File: config.mk
export PLATFORM = sky130hd
export DESIGN_NAME = vga_scanout_engine_flat
export DESIGN_NICKNAME = d
export VERILOG_FILES = /design/src/rtl/vga_scanout_engine_if.sv /design/src/rtl/vga_scanout_engine.sv /design/src/flat_wrapper.sv
export SDC_FILE = /design/constraint.sdc
export NUM_CORES = 1
export LEC_CHECK = 0
export BUFFER_PORTS_ARGS = -buffer_cell sky130_fd_sc_hd__buf_2
export CAP_MARGIN = 15
export CORE_AREA = 10 10 123 125
export CTS_CLUSTER_SIZE = 8
export DETAILED_ROUTE_END_ITERATION = 8
export DIE_AREA = 0 0 133 135
export PLACE_DENSITY = 0.58
export SYNTH_ARGS = -nofsm -noshare
export SYNTH_HDL_FRONTEND = slang
export SYNTH_SLANG_ARGS = --single-unit
File: constraint.sdc
create_clock -name clk -period 6.48 [get_ports clk]
set_input_delay 0.324 -clock clk [delete_from_list [all_inputs] [get_ports clk]]
set_output_delay 0.324 -clock clk [all_outputs]
set_load 0.03 [all_outputs]
File: src/rtl/vga_scanout_engine_if.sv
// Framebuffer read port and VGA pin bundle for vga_scanout_engine.
// The engine uses the master side; the memory/display side uses the slave side.
interface vga_scanout_engine_if;
    logic [15:0] vgaAddress;
    logic [15:0] vgaData;
    logic        Hsync;
    logic        Vsync;
    logic [7:0]  colorOut;
    logic        vblank;

    modport master (
        output vgaAddress, Hsync, Vsync, colorOut, vblank,
        input  vgaData
    );

    modport slave (
        input  vgaAddress, Hsync, Vsync, colorOut, vblank,
        output vgaData
    );
endinterface

File: src/rtl/vga_scanout_engine.sv
// Parametrised VGA scanout: sync timing, framebuffer word addressing and pixel unpacking,
// with colour and sync delayed together to match the framebuffer read latency.
module vga_scanout_engine #(
    parameter int          H_ACTIVE    = 640,
    parameter int          H_FP        = 16,
    parameter int          H_SYNC      = 96,
    parameter int          H_BP        = 48,
    parameter int          V_ACTIVE    = 480,
    parameter int          V_FP        = 10,
    parameter int          V_SYNC      = 2,
    parameter int          V_BP        = 33,
    parameter int          PIX_DIV     = 2,
    parameter int          MEM_LATENCY = 1,
    parameter int          SCALE_LOG2  = 0,
    parameter logic [15:0] BASE_ADDR   = 16'h0000,
    parameter logic        SYNC_POL    = 1'b0
) (
    input  logic                 clk,
    input  logic                 reset,
    vga_scanout_engine_if.master vga
);
    localparam logic [15:0] DIV_LAST   = 16'(PIX_DIV - 1);
    localparam logic [15:0] H_ACT      = 16'(H_ACTIVE);
    localparam logic [15:0] HS_START   = 16'(H_ACTIVE + H_FP);
    localparam logic [15:0] HS_END     = 16'(H_ACTIVE + H_FP + H_SYNC);
    localparam logic [15:0] H_LAST     = 16'(H_ACTIVE + H_FP + H_SYNC + H_BP - 1);
    localparam logic [15:0] V_ACT      = 16'(V_ACTIVE);
    localparam logic [15:0] VS_START   = 16'(V_ACTIVE + V_FP);
    localparam logic [15:0] VS_END     = 16'(V_ACTIVE + V_FP + V_SYNC);
    localparam logic [15:0] V_LAST     = 16'(V_ACTIVE + V_FP + V_SYNC + V_BP - 1);
    localparam logic [15:0] ROW_WORDS  = 16'((H_ACTIVE >> SCALE_LOG2) / 2);
    localparam logic [15:0] SCALE_MASK = 16'((1 << SCALE_LOG2) - 1);

    typedef struct packed {
        logic act;
        logic hs;
        logic vs;
        logic vb;
        logic sel;
    } ctrl_t;

    logic [15:0] div_r, h_count_r, v_count_r, row_base_r, addr_r;
    logic [7:0]  color_r;
    logic        hsync_r, vsync_r, vblank_r;
    ctrl_t       pipe_r [MEM_LATENCY];

    logic        tick_s, h_wrap_s, v_wrap_s, active_next_s;
    logic [15:0] div_next_s, h_next_s, v_next_s, row_base_next_s, addr_next_s;
    ctrl_t       ctrl_s, tap_s;

    // Next-state of the timing counters, row base and read address.
    // The address is built from the next counter values so it stays in step with the counters.
    always_comb begin
        tick_s   = (div_r == DIV_LAST);
        h_wrap_s = tick_s && (h_count_r == H_LAST);
        v_wrap_s = h_wrap_s && (v_count_r == V_LAST);

        if (tick_s) begin
            div_next_s = 16'd0;
        end else begin
            div_next_s = div_r + 16'd1;
        end

        if (h_wrap_s) begin
            h_next_s = 16'd0;
        end else if (tick_s) begin
            h_next_s = h_count_r + 16'd1;
        end else begin
            h_next_s = h_count_r;
        end

        if (v_wrap_s) begin
            v_next_s = 16'd0;
        end else if (h_wrap_s) begin
            v_next_s = v_count_r + 16'd1;
        end else begin
            v_next_s = v_count_r;
        end

        // Frame wrap wins over the per-row advance.
        if (v_wrap_s) begin
            row_base_next_s = 16'd0;
        end else if (h_wrap_s && (v_count_r < V_ACT) &&
                     (((v_count_r + 16'd1) & SCALE_MASK) == 16'd0)) begin
            row_base_next_s = row_base_r + ROW_WORDS;
        end else begin
            row_base_next_s = row_base_r;
        end

        active_next_s = (h_next_s < H_ACT) && (v_next_s < V_ACT);
        if (active_next_s) begin
            addr_next_s = BASE_ADDR + row_base_next_s + (h_next_s >> (SCALE_LOG2 + 1));
        end else begin
            addr_next_s = BASE_ADDR + row_base_next_s;
        end
    end

    // Control bits decoded from the current counters, and the tap at the end of the delay line.
    always_comb begin
        ctrl_s.act = (h_count_r < H_ACT) && (v_count_r < V_ACT);
        ctrl_s.hs  = (h_count_r >= HS_START) && (h_count_r < HS_END);
        ctrl_s.vs  = (v_count_r >= VS_START) && (v_count_r < VS_END);
        ctrl_s.vb  = (v_count_r >= V_ACT);
        ctrl_s.sel = h_count_r[SCALE_LOG2];
        tap_s      = pipe_r[MEM_LATENCY-1];
    end

    // Timing counters, row base and registered read address.
    always_ff @(posedge clk) begin
        if (reset) begin
            div_r      <= 16'd0;
            h_count_r  <= 16'd0;
            v_count_r  <= 16'd0;
            row_base_r <= 16'd0;
            addr_r     <= BASE_ADDR;
        end else begin
            div_r      <= div_next_s;
            h_count_r  <= h_next_s;
            v_count_r  <= v_next_s;
            row_base_r <= row_base_next_s;
            addr_r     <= addr_next_s;
        end
    end

    // Control delay line matching the read latency, plus the registered output stage.
    always_ff @(posedge clk) begin
        if (reset) begin
            for (int i = 0; i < MEM_LATENCY; i++) begin
                pipe_r[i] <= ctrl_t'(5'b0);
            end
            color_r  <= 8'h00;
            hsync_r  <= ~SYNC_POL;
            vsync_r  <= ~SYNC_POL;
            vblank_r <= 1'b0;
        end else begin
            pipe_r[0] <= ctrl_s;
            for (int i = 1; i < MEM_LATENCY; i++) begin
                pipe_r[i] <= pipe_r[i-1];
            end
            if (tap_s.act) begin
                color_r <= tap_s.sel ? vga.vgaData[7:0] : vga.vgaData[15:8];
            end else begin
                color_r <= 8'h00;
            end
            hsync_r  <= ~(tap_s.hs ^ SYNC_POL);
            vsync_r  <= ~(tap_s.vs ^ SYNC_POL);
            vblank_r <= tap_s.vb;
        end
    end

    assign vga.vgaAddress = addr_r;
    assign vga.colorOut   = color_r;
    assign vga.Hsync      = hsync_r;
    assign vga.Vsync      = vsync_r;
    assign vga.vblank     = vblank_r;
endmodule

File: src/flat_wrapper.sv
// flat-port wrapper written by rule: the top's interface ports become plain ports
module vga_scanout_engine_flat 
#(
    parameter int          H_ACTIVE    = 640,
    parameter int          H_FP        = 16,
    parameter int          H_SYNC      = 96,
    parameter int          H_BP        = 48,
    parameter int          V_ACTIVE    = 480,
    parameter int          V_FP        = 10,
    parameter int          V_SYNC      = 2,
    parameter int          V_BP        = 33,
    parameter int          PIX_DIV     = 2,
    parameter int          MEM_LATENCY = 1,
    parameter int          SCALE_LOG2  = 0,
    parameter logic [15:0] BASE_ADDR   = 16'h0000,
    parameter logic        SYNC_POL    = 1'b0
)
  (clk, reset, vga_vgaAddress, vga_Hsync, vga_Vsync, vga_colorOut, vga_vblank, vga_vgaData);
  vga_scanout_engine_if vga_i ();
  input  logic clk;
  input  logic reset;
  output wire logic [$bits(vga_i.vgaAddress)-1:0] vga_vgaAddress;
  output wire logic [$bits(vga_i.Hsync)-1:0] vga_Hsync;
  output wire logic [$bits(vga_i.Vsync)-1:0] vga_Vsync;
  output wire logic [$bits(vga_i.colorOut)-1:0] vga_colorOut;
  output wire logic [$bits(vga_i.vblank)-1:0] vga_vblank;
  input wire logic [$bits(vga_i.vgaData)-1:0] vga_vgaData;
  assign vga_vgaAddress = vga_i.vgaAddress;
  assign vga_Hsync = vga_i.Hsync;
  assign vga_Vsync = vga_i.Vsync;
  assign vga_colorOut = vga_i.colorOut;
  assign vga_vblank = vga_i.vblank;
  assign vga_i.vgaData = vga_vgaData;
  vga_scanout_engine #(.H_ACTIVE(H_ACTIVE), .H_FP(H_FP), .H_SYNC(H_SYNC), .H_BP(H_BP), .V_ACTIVE(V_ACTIVE), .V_FP(V_FP), .V_SYNC(V_SYNC), .V_BP(V_BP), .PIX_DIV(PIX_DIV), .MEM_LATENCY(MEM_LATENCY), .SCALE_LOG2(SCALE_LOG2), .BASE_ADDR(BASE_ADDR), .SYNC_POL(SYNC_POL)) u_core (.clk(clk), .reset(reset), .vga(vga_i));
endmodule
==> results.json <==
{
  "ant_nets": 0,
  "first_global_vias": 3847,
  "final_common_cell": "dfxtp_1",
  "arrival_ps": 4560,
  "drive_above_1_share": 0.146,
  "dieArea_sq_mm": 0.0180,
  "yosys_warnings": 0,
  "clock-root-buffer": "clkbuf_16",
  "endpoint": "u_core.vga.vgaAddress[15]$_SDFF_PP0_",
  "maxSlewHeadroom": 0.671,
  "r2r-start": "u_core.div_r[0]$_SDFF_PP0_",
  "cts_buffers": 9,
  "final_cell_mix": "96 x dfxtp_1, 89 x nor2_1, 44 x buf_2, 42 x nand2_1, 34 x xor2_1",
  "grt_pass1_wl_um": 18700,
  "reg2reg_to": "u_core.vga.vgaAddress[15]$_SDFF_PP0_",
  "die_y_um": 135,
  "nFillCells": 1230,
  "syn-mean-instance-area_sq_um": 8.76,
  "gr-total-overflow": 0,
  "post_cts.repair.setup_buffers": 0,
  "n_antenna_cell": 0,
  "cp_data_required_time_ps": 6710,
  "skew_ps": 11.2,
  "rsz0062_at_grt": "false",
  "cp-startpoint": "u_core.div_r[0]$_SDFF_PP0_",
  "critPathSlowestCell": "dfxtp_1",
  "seq_area_frac_synth": 0.386,
  "drv_slew": 0,
  "worstSetupEndpointType": "register",
  "rows": 41,
  "hold_buffers": 0,
  "register_area_sq_mm": 0.00192,
  "synth_seq_cells": 96,
  "routed_wl_um": 10800,
  "synth_flop_cell": "dfxtp_1",
  "synthesis.nets": 610,
  "viasPerCell": 5.05,
  "clk_pin_slew_ps": 60,
  "multi_input_area_sq_mm": 0.00291,
  "rr_worst_depth": 19,
  "ys_types": 58,
  "initial_core_util": 0.397,
  "synthCells": 569,
  "cp_max_fo": 24,
  "hold_viol": 0,
  "dp_hpwl_um": 8250,
  "period_share": 0.668,
  "status": "complete, no violations",
  "powerDensity_mw_per_mm2": 213,
  "core_area_sq_mm": 0.0126,
  "gp_congestion": 0.867,
  "ctsResizeCount": 0,
  "cts_tree": "done",
  "p_leak_nw": 2.39,
  "p_total_mw": 1.20,
  "period_needed_ps": 4330,
  "grt_max_degree": 45,
  "numPortBuffers": 44,
  "die_w_um": 133,
  "fmax_mhz": 231,
  "path_class": "reg2reg",
  "r2r_slack_ps": 2150,
  "drt_iter0_drc": 245,
  "synth_edf_count": 0,
  "hp-class": "in2reg",
  "vias": 3957,
  "totalNegativeSetupSlack_ps": 0,
  "area_growth_pct": 13.7,
  "peakVddDrop_mv": 0.116,
  "setup_viol": 0,
  "grt.total_usage": 0.124,
  "syn-cell-area_sq_mm": 0.00498,
  "wl_per_cell_um": 13.8,
  "remaining_drc_errors": 0,
  "insertion_delay_ps": 340,
  "drv_cap": 0,
  "worstMarginPinSlew_ps": 494,
  "path_cells": "ha_1 > nor4b_1 > nand4_1 > nor3_2 > buf_4 > nor4b_2 > buf_4 > nand2b_1 > inv_1 > ha_1 > a21oi_1 > o2111ai_1 > nand3_1 > nand2_1 > nor2_1 > o21bai_1 > a211o_1 > o211ai_2 > mux2_4",
  "htree_num_levels": 3,
  "utilization": 0.451,
  "slowest_delay_ps": 380,
  "clk_path_buf_depth": 2,
  "clock_sinks": 96,
  "worstSetupStartpointType": "register",
  "antenna_found_initial": 0,
  "num_io_pins": 45,
  "nNetsFinal": 647,
  "drt_first_pass_iters": 4,
  "async_reset_ff_frac": 0
}
-- through the flow --
step,hold slack [ps],instances,area [sq um],worst slack [ps]
after floorplan,356,569,4980,2260
after detailed placement,379,767,5370,2160
after global placement,394,767,5370,2350
final,211,783,5670,2150
after CTS,198,783,5670,2140
after global routing,224,783,5670,1650
-- power by group --
part | switching, mW | internal, mW
Clock | 0.210 | 0.321
Sequential | 0.00896 | 0.599
Combinational | 0.0408 | 0.0254
Total | 0.259 | 0.945
-- metal layers --
metal  global-route usage  up-vias  share of wire
li1                     -     2041              -
met1                0.163     1837           0.49
met2                0.193       63           0.46
met3               0.0241       16          0.033
met4               0.0513        0          0.020
met5                    0        -              0
-- worst min path at each step --
stage          depth (start not counted)                      startpoint                                end
6_report                               3                 vga_vgaData[11]  u_core.vga.colorOut[3]$_SDFF_PP0_
5_1_grt                                3                  vga_vgaData[9]  u_core.vga.colorOut[1]$_SDFF_PP0_
4_1_cts                                3                 vga_vgaData[11]  u_core.vga.colorOut[3]$_SDFF_PP0_
3_5_place_dp                           1  u_core.pipe_r[0][3]$_SDFF_PP0_        u_core.vga.Hsync$_SDFF_PP1_
3_3_place_gp                           1  u_core.pipe_r[0][3]$_SDFF_PP0_        u_core.vga.Hsync$_SDFF_PP1_
2_1_floorplan                          1  u_core.pipe_r[0][3]$_SDFF_PP0_        u_core.vga.Hsync$_SDFF_PP1_
-- cell families after synthesis --
| kind of cell | share of synthesized area |
|---|---|
| xor+xnor | 0.104 |
| simple gates | 0.293 |
| buf+inv | 0.0319 |
| flops | 0.386 |
| compound gates | 0.0829 |
| fa+ha+maj | 0.0593 |
| mux | 0.0432 |
-- cell type report --
cell class	count	share of cell area
clock buffers	14	0.0466
clock inverters	2	0.00662
multi-input cells	435	0.514
flip-flops and latches	96	0.339
well taps	172	0.0380
inverters	15	0.00994
repair buffers	49	0.0455
-- Yosys cell counts, types with 6 or more instances --
cell type / number / share of area
ha_1: 22 / 0.055
nor2_1: 89 / 0.067
mux2i_1: 20 / 0.040
inv_1: 15 / 0.011
nor2b_1: 14 / 0.018
nand4_1: 18 / 0.023
xnor2_1: 25 / 0.044
o21ai_0: 12 / 0.012
nor4_1: 6 / 0.0075
and3_1: 12 / 0.015
and2_1: 9 / 0.011
a2bb2oi_2: 7 / 0.021
xor2_1: 34 / 0.060
clkbuf_1: 16 / 0.012
nand2_1: 42 / 0.032
or3_1: 9 / 0.011
a21oi_1: 12 / 0.012
nor3_1: 24 / 0.024
nand3_1: 19 / 0.019
dfxtp_1: 96 / 0.39
nand2b_1: 6 / 0.0075
-- flip-flops by register name, indices dropped and copies added (netlist names) --
signal,count
u_core.div_r,16
u_core.h_count_r,16
u_core.row_base_r,16
u_core.v_count_r,16
u_core.vga.vgaAddress,16
u_core.vga.colorOut,8
u_core.pipe_r,5
u_core.vga.Hsync,1
u_core.vga.Vsync,1
u_core.vga.vblank,1
-- worst max-delay path, delay by kind of cell (launching register included) --
kind	cells	cell delay, ps
AO/OA/AOI/OAI	5	960
adder cells (fa/ha/maj)	2	460
flip-flops	1	380
multiplexers	1	310
AND/OR/NAND/NOR	8	1470
buffers and inverters	3	620
Power figures use the tool's default switching activity.
